<file path="src/rtl/mem_bus_arbiter.sv">
`default_nettype none
// ============================================================================
// Module   : mem_bus_arbiter
// Purpose  : Shares one SRAM-like memory bus between the instruction-fetch
//            port and the data (load/store) port of a 5-stage pipeline.
//            Only one bus transaction is outstanding at a time. The data
//            port is preferred. A starvation counter forces a fetch grant
//            after STARVE_LIMIT consecutive data grants made while a fetch
//            was waiting.
// Ports    : clk, rst_n          clock, asynchronous active-low reset
//            i_flush             cancels the result of an in-flight fetch
//            i_inst_*            fetch request / address
//            o_inst_*            fetched word, completion pulse, stall
//            i_data_*            data request / wr / byte enables / addr / wdata
//            o_data_*            load word, completion pulse, stall
//            o_bus_*             registered bus request and transaction fields
//            i_bus_*             slave address/data handshakes and read data
// Revision : 1.0  initial release
// ============================================================================
module mem_bus_arbiter #(
    parameter int STARVE_LIMIT = 4,
    parameter int CNT_W        = 3
) (
    input  logic        clk,
    input  logic        rst_n,
    input  logic        i_flush,
    // fetch port
    input  logic        i_inst_req,
    input  logic [31:0] i_inst_addr,
    output logic [31:0] o_inst_rdata,
    output logic        o_inst_ok,
    output logic        o_inst_stall,
    // data port
    input  logic        i_data_req,
    input  logic        i_data_wr,
    input  logic [3:0]  i_data_sel,
    input  logic [31:0] i_data_addr,
    input  logic [31:0] i_data_wdata,
    output logic [31:0] o_data_rdata,
    output logic        o_data_ok,
    output logic        o_data_stall,
    // memory bus
    output logic        o_bus_req,
    output logic        o_bus_wr,
    output logic [3:0]  o_bus_sel,
    output logic [31:0] o_bus_addr,
    output logic [31:0] o_bus_wdata,
    input  logic        i_bus_addr_ok,
    input  logic        i_bus_data_ok,
    input  logic [31:0] i_bus_rdata
);

    typedef enum logic [2:0] {
        S_IDLE   = 3'd0,
        S_A_I    = 3'd1,
        S_A_D    = 3'd2,
        S_W_I    = 3'd3,
        S_W_D    = 3'd4,
        S_DONE_I = 3'd5,
        S_DONE_D = 3'd6
    } state_t;

    localparam logic [CNT_W-1:0] c_STARVE_LIMIT = CNT_W'(STARVE_LIMIT);

    state_t             r_state;
    state_t             w_state_nxt;
    logic [CNT_W-1:0]   r_starve_cnt;
    logic               r_cancel;
    logic [31:0]        r_inst_rdata;
    logic [31:0]        r_data_rdata;
    logic               r_bus_wr;
    logic [3:0]         r_bus_sel;
    logic [31:0]        r_bus_addr;
    logic [31:0]        r_bus_wdata;

    logic               w_grant_d;
    logic               w_grant_i;
    logic               w_fetch_phase;
    logic               w_cancel;

    // ------------------------------------------------------------------
    // Next-state and grant decision
    // ------------------------------------------------------------------
    always_comb begin
        w_state_nxt = r_state;
        w_grant_d   = 1'b0;
        w_grant_i   = 1'b0;
        case (r_state)
            S_IDLE: begin
                // Data wins unless a waiting fetch has been passed over
                // STARVE_LIMIT times in a row.
                if (i_data_req && ((r_starve_cnt < c_STARVE_LIMIT) || !i_inst_req)) begin
                    w_grant_d   = 1'b1;
                    w_state_nxt = S_A_D;
                end else if (i_inst_req && !i_flush) begin
                    w_grant_i   = 1'b1;
                    w_state_nxt = S_A_I;
                end
            end
            S_A_I:    if (i_bus_addr_ok) w_state_nxt = S_W_I;
            S_A_D:    if (i_bus_addr_ok) w_state_nxt = S_W_D;
            S_W_I:    if (i_bus_data_ok) w_state_nxt = S_DONE_I;
            S_W_D:    if (i_bus_data_ok) w_state_nxt = S_DONE_D;
            S_DONE_I: w_state_nxt = S_IDLE;
            S_DONE_D: w_state_nxt = S_IDLE;
            default:  w_state_nxt = S_IDLE;
        endcase
    end

    always_ff @(posedge clk or negedge rst_n) begin
        if (!rst_n) begin
            r_state <= S_IDLE;
        end else begin
            r_state <= w_state_nxt;
        end
    end

    // ------------------------------------------------------------------
    // Fetch cancellation: a flush seen at any point of a fetch
    // transaction discards its result; the bus cycle itself still runs
    // to completion so the slave is never left half-way.
    // ------------------------------------------------------------------
    assign w_fetch_phase = (r_state == S_A_I) || (r_state == S_W_I) || (r_state == S_DONE_I);
    assign w_cancel      = r_cancel || (i_flush && w_fetch_phase);

    always_ff @(posedge clk or negedge rst_n) begin
        if (!rst_n) begin
            r_cancel <= 1'b0;
        end else if (r_state == S_IDLE) begin
            r_cancel <= 1'b0;
        end else if (i_flush && w_fetch_phase) begin
            r_cancel <= 1'b1;
        end
    end

    // ------------------------------------------------------------------
    // Starvation counter
    // ------------------------------------------------------------------
    always_ff @(posedge clk or negedge rst_n) begin
        if (!rst_n) begin
            r_starve_cnt <= '0;
        end else if (!i_inst_req || w_grant_i) begin
            r_starve_cnt <= '0;
        end else if (w_grant_d && (r_starve_cnt < c_STARVE_LIMIT)) begin
            r_starve_cnt <= r_starve_cnt + CNT_W'(1);
        end
    end

    // ------------------------------------------------------------------
    // Bus transaction registers: captured on the grant edge and held
    // until the next grant, so they are stable across A_x and W_x.
    // ------------------------------------------------------------------
    always_ff @(posedge clk or negedge rst_n) begin
        if (!rst_n) begin
            r_bus_wr    <= 1'b0;
            r_bus_sel   <= 4'h0;
            r_bus_addr  <= 32'h0;
            r_bus_wdata <= 32'h0;
        end else if (w_grant_d) begin
            r_bus_wr    <= i_data_wr;
            r_bus_sel   <= i_data_sel;
            r_bus_addr  <= i_data_addr;
            r_bus_wdata <= i_data_wdata;
        end else if (w_grant_i) begin
            r_bus_wr    <= 1'b0;
            r_bus_sel   <= 4'hF;
            r_bus_addr  <= i_inst_addr;
            r_bus_wdata <= 32'h0;
        end
    end

    // ------------------------------------------------------------------
    // Read-data capture
    // ------------------------------------------------------------------
    always_ff @(posedge clk or negedge rst_n) begin
        if (!rst_n) begin
            r_inst_rdata <= 32'h0;
        end else if ((r_state == S_W_I) && i_bus_data_ok && !w_cancel) begin
            r_inst_rdata <= i_bus_rdata;
        end
    end

    always_ff @(posedge clk or negedge rst_n) begin
        if (!rst_n) begin
            r_data_rdata <= 32'h0;
        end else if ((r_state == S_W_D) && i_bus_data_ok && !r_bus_wr) begin
            r_data_rdata <= i_bus_rdata;
        end
    end

    // ------------------------------------------------------------------
    // Outputs
    // ------------------------------------------------------------------
    assign o_bus_req    = (r_state == S_A_I) || (r_state == S_A_D);
    assign o_bus_wr     = r_bus_wr;
    assign o_bus_sel    = r_bus_sel;
    assign o_bus_addr   = r_bus_addr;
    assign o_bus_wdata  = r_bus_wdata;

    assign o_inst_ok    = (r_state == S_DONE_I) && !w_cancel;
    assign o_data_ok    = (r_state == S_DONE_D);
    assign o_inst_rdata = r_inst_rdata;
    assign o_data_rdata = r_data_rdata;
    assign o_inst_stall = i_inst_req && !o_inst_ok;
    assign o_data_stall = i_data_req && !o_data_ok;

endmodule
`default_nettype wire
</file>
<file path="config.mk">
export PLATFORM = sky130hd
export DESIGN_NAME = mem_bus_arbiter
export DESIGN_NICKNAME = d
export VERILOG_FILES = /design/src/rtl/mem_bus_arbiter.sv
export SDC_FILE = /design/constraint.sdc
export NUM_CORES = 1
export LEC_CHECK = 0
export BUFFER_PORTS_ARGS = -buffer_cell sky130_fd_sc_hd__buf_2
export CORE_MARGIN = 1
export CORE_UTILIZATION = 47
export CTS_CLUSTER_SIZE = 12
export DETAILED_ROUTE_END_ITERATION = 8
export PLACE_DENSITY = 0.84
export SLEW_MARGIN = 25
export SYNTH_ARGS = -nofsm -noshare
export SYNTH_HDL_FRONTEND = slang
export SYNTH_SLANG_ARGS = --single-unit
</file>
<file path="constraint.sdc">
create_clock -name clk -period 2.2 [get_ports clk]
set_clock_uncertainty 0.2 [all_clocks]
set_input_delay 0.22 -clock clk [delete_from_list [all_inputs] [get_ports clk]]
set_output_delay 0.22 -clock clk [all_outputs]
set_load 0.02 [all_outputs]
</file>
==> results.sh <==
export IMPL_max_clock_freq_mhz=467
export IMPL_antenna_found_initial=1
export IMPL_rsz0062_at_grt="false"
export IMPL_path_class="flop to primary output"
export IMPL_dr_total_vias=6265
export IMPL_yosysUniqueCellTypes=41
export IMPL_hpwlAfterDp_um=11600
export IMPL_cts_made_buffers=17
export IMPL_yosysSeqAreaShare_pct=59.3
export IMPL_startpoint_type="flop"
export IMPL_synth_seq_cells=140
export IMPL_netlist_area_mm2=0.00591
export IMPL_setup_viol=0
export IMPL_yosys_warnings=0
export IMPL_die_area_mm2=0.0130
export IMPL_synth_nets=606
export IMPL_overflow=0
export IMPL_timing_hold_ws_ns=0.00496
export IMPL_drt_total_wl_um=21700
export IMPL_clock_latency_ns=0.41
export IMPL_timing_final_max_slew_violations=0
export IMPL_critPathRequiredTime_ns=1.78
export IMPL_hp_class="input pin to flop"
export IMPL_first_pass_iters=6
export IMPL_status="finished clean"
export IMPL_placed_area_mm2=0.00758
export IMPL_syn_avg_cell_area_um2=12.7
export IMPL_worst_pin_slew_ns=0.457
export IMPL_drive_gt1_share_pct=45.7
export IMPL_maxSlewHeadroom_pct=69.3
export IMPL_period_minus_slack_ns=2.14
export IMPL_grt_pass1_vias=6471
export IMPL_layout_area_overhead_vs_synth_pct=62.1
export IMPL_fin_nets=1017
export IMPL_fin_setup_tns_ns=0
export IMPL_grt_usage_pct=34.1
export IMPL_min_period_over_period_pct=97.4
export IMPL_start_util_pct=48.8
export IMPL_die_height_um=114
export IMPL_cp_end_kind="primary output"
export IMPL_core_mm2=0.0121
export IMPL_ir_drop_uv=955
export IMPL_drt_vias_per_instance=5.93
export IMPL_synthArstFlopShare_pct=100
export IMPL_maxCapViolations=0
export IMPL_p_leak_nw=4.54
export IMPL_grt_max_degree=74
export IMPL_reg2reg_slack_ns=0.12
export IMPL_io_pins=278
export IMPL_p_per_area_mw_per_mm2=1400
export IMPL_worstPathMaxFanout=3
export IMPL_grt_pass1_wl_um=33500
export IMPL_cts_tree="yes"
export IMPL_syn_instance_count=465
export IMPL_die_x_um=114
export IMPL_cts_sinks=140
export IMPL_io_buffers=277
export IMPL_crit_arrival_ns=1.72
export IMPL_drcViolationCount=0
export IMPL_synth_edf_count=0
export IMPL_gp_congestion=0.885
export IMPL_ant_nets=0
export IMPL_design_area_mm2=0.00957
export IMPL_cts_htree_levels=4
export IMPL_hold_viol=0
export IMPL_synth_flop_cell="dfrtp_1"
export IMPL_wl_per_cell_um=20.5
export IMPL_root_buffer="clkbuf_16"
export IMPL_ctsLongestPathBuffers=2
export IMPL_drtIter0Drc=592
export IMPL_clk_pin_slew_ns=0.06
export IMPL_rows=40
[cell usage after synthesis, types with 2 or more instances]
cell type	n	area share, %
o31ai_1	33	4.2
mux2_2	63	12
nor2b_1	3	0.32
a21oi_1	5	0.42
nand4_1	32	3.4
or3_1	2	0.21
o21ai_0	4	0.34
nor3b_1	2	0.25
nor3_1	33	2.8
clkbuf_1	31	2.0
o22a_1	4	0.59
buf_6	3	0.57
nand2_1	3	0.19
dfrtp_1	140	59
a31oi_1	33	3.5
buf_2	12	1.0
nor2_1	5	0.32
a21o_1	2	0.25
a22o_1	33	4.9
[metal layers]
layer | up-vias | routed length [um] | track usage (%)
li1 | 2619 | - | -
met1 | 2970 | 7570 | 37.7
met2 | 524 | 10700 | 56.4
met3 | 152 | 1880 | 9.16
met4 | 0 | 1530 | 26.2
met5 | - | 0 | 0
[cell usage in the layout, fill, tap and decap left out, types with 5 or more instances in the layout]
master	n
clkbuf_16	17
buf_12	7
a21oi_1	5
a22o_1	33
dfrtp_1	140
mux2_2	63
dlygate4sd3_1	138
nor3_1	33
o31ai_1	33
a31oi_1	33
nand4_1	32
buf_4	18
buf_2	276
[state kept, by name, summed over array words and instances (netlist names)]
name and flops:
r_starve_cnt 3, o_bus_sel 4, o_bus_wr 1, o_inst_rdata 32, o_data_rdata 32, r_cancel 1
o_bus_addr 32, o_bus_wdata 32, r_state 3
[layout make-up]
class,instances,area (um2)
antenna,1,2.50
clock buffer,19,453
clock inverter,11,145
fill,697,2540
inverter,2,7.51
multi-input combinational,275,2200
sequential,140,3500
tap,168,210
timing repair buffer,440,3050
[cell families after synthesis]
group                    count (synthesis)  share of synthesized area (%)
buffers and inverters                   50                           3.88
flip-flops                             140                           59.3
AO/OA/AOI/OAI                          119                           15.3
XOR/XNOR                                 1                          0.148
adder cells (fa/ha/maj)                  1                          0.212
AND/OR/NAND/NOR                         89                           8.83
multiplexers                            65                           12.4
[worst max-delay path, stage by stage (launching register included)]
cell and delay, ns:
dfrtp_1 0.39, or3b_4 0.41, nor3b_2 0.17, buf_4 0.15, nor2_1 0.04, buf_2 0.16
[per-stage QoR]
stage               setup slack [ns]  cells  total power [mW]  util [%]
CTS                           0.0197   1054              13.1      79.0
global route                 0.00499   1056              13.9      79.0
finish                        0.0571   1056              13.4      79.0
detailed placement             0.208    886              9.98      62.6
floorplan                     0.0168    465              7.87         -
global placement               0.253    886              9.73      62.6
[power breakdown]
group,switching [mW],internal [mW]
clock network,1.07,1.83
logic,3.63,2.37
registers,0.712,3.75
total,5.41,7.95
[what timing repair did]
| action | CTS | global route |
|---|---|---|
| setup endpoints to repair | 2 | 2 |
| hold buffers | 138 | 0 |
| buffers inserted | 0 | 1 |
| gates resized for setup | 2 | 0 |
| endpoints found under the hold margin | 276 | 0 |
| pin swaps | 0 | 1 |
[path summary, 6_finish.rpt]
kind	startpoint	to	depth (start not counted)
worst max-delay path	r_cancel	o_inst_stall	5
worst min-delay path	i_inst_req	r_starve_cnt[1]	3
worst max register to register	r_state[1]	o_bus_addr[12]	4
worst min register to register	o_bus_wdata[2]	o_bus_wdata[2]	1
max in group asynchronous	rst_n	o_bus_addr[30]	3
min in group asynchronous	rst_n	o_bus_addr[16]	3
Note: power is estimated with default switching activity, not from simulation.
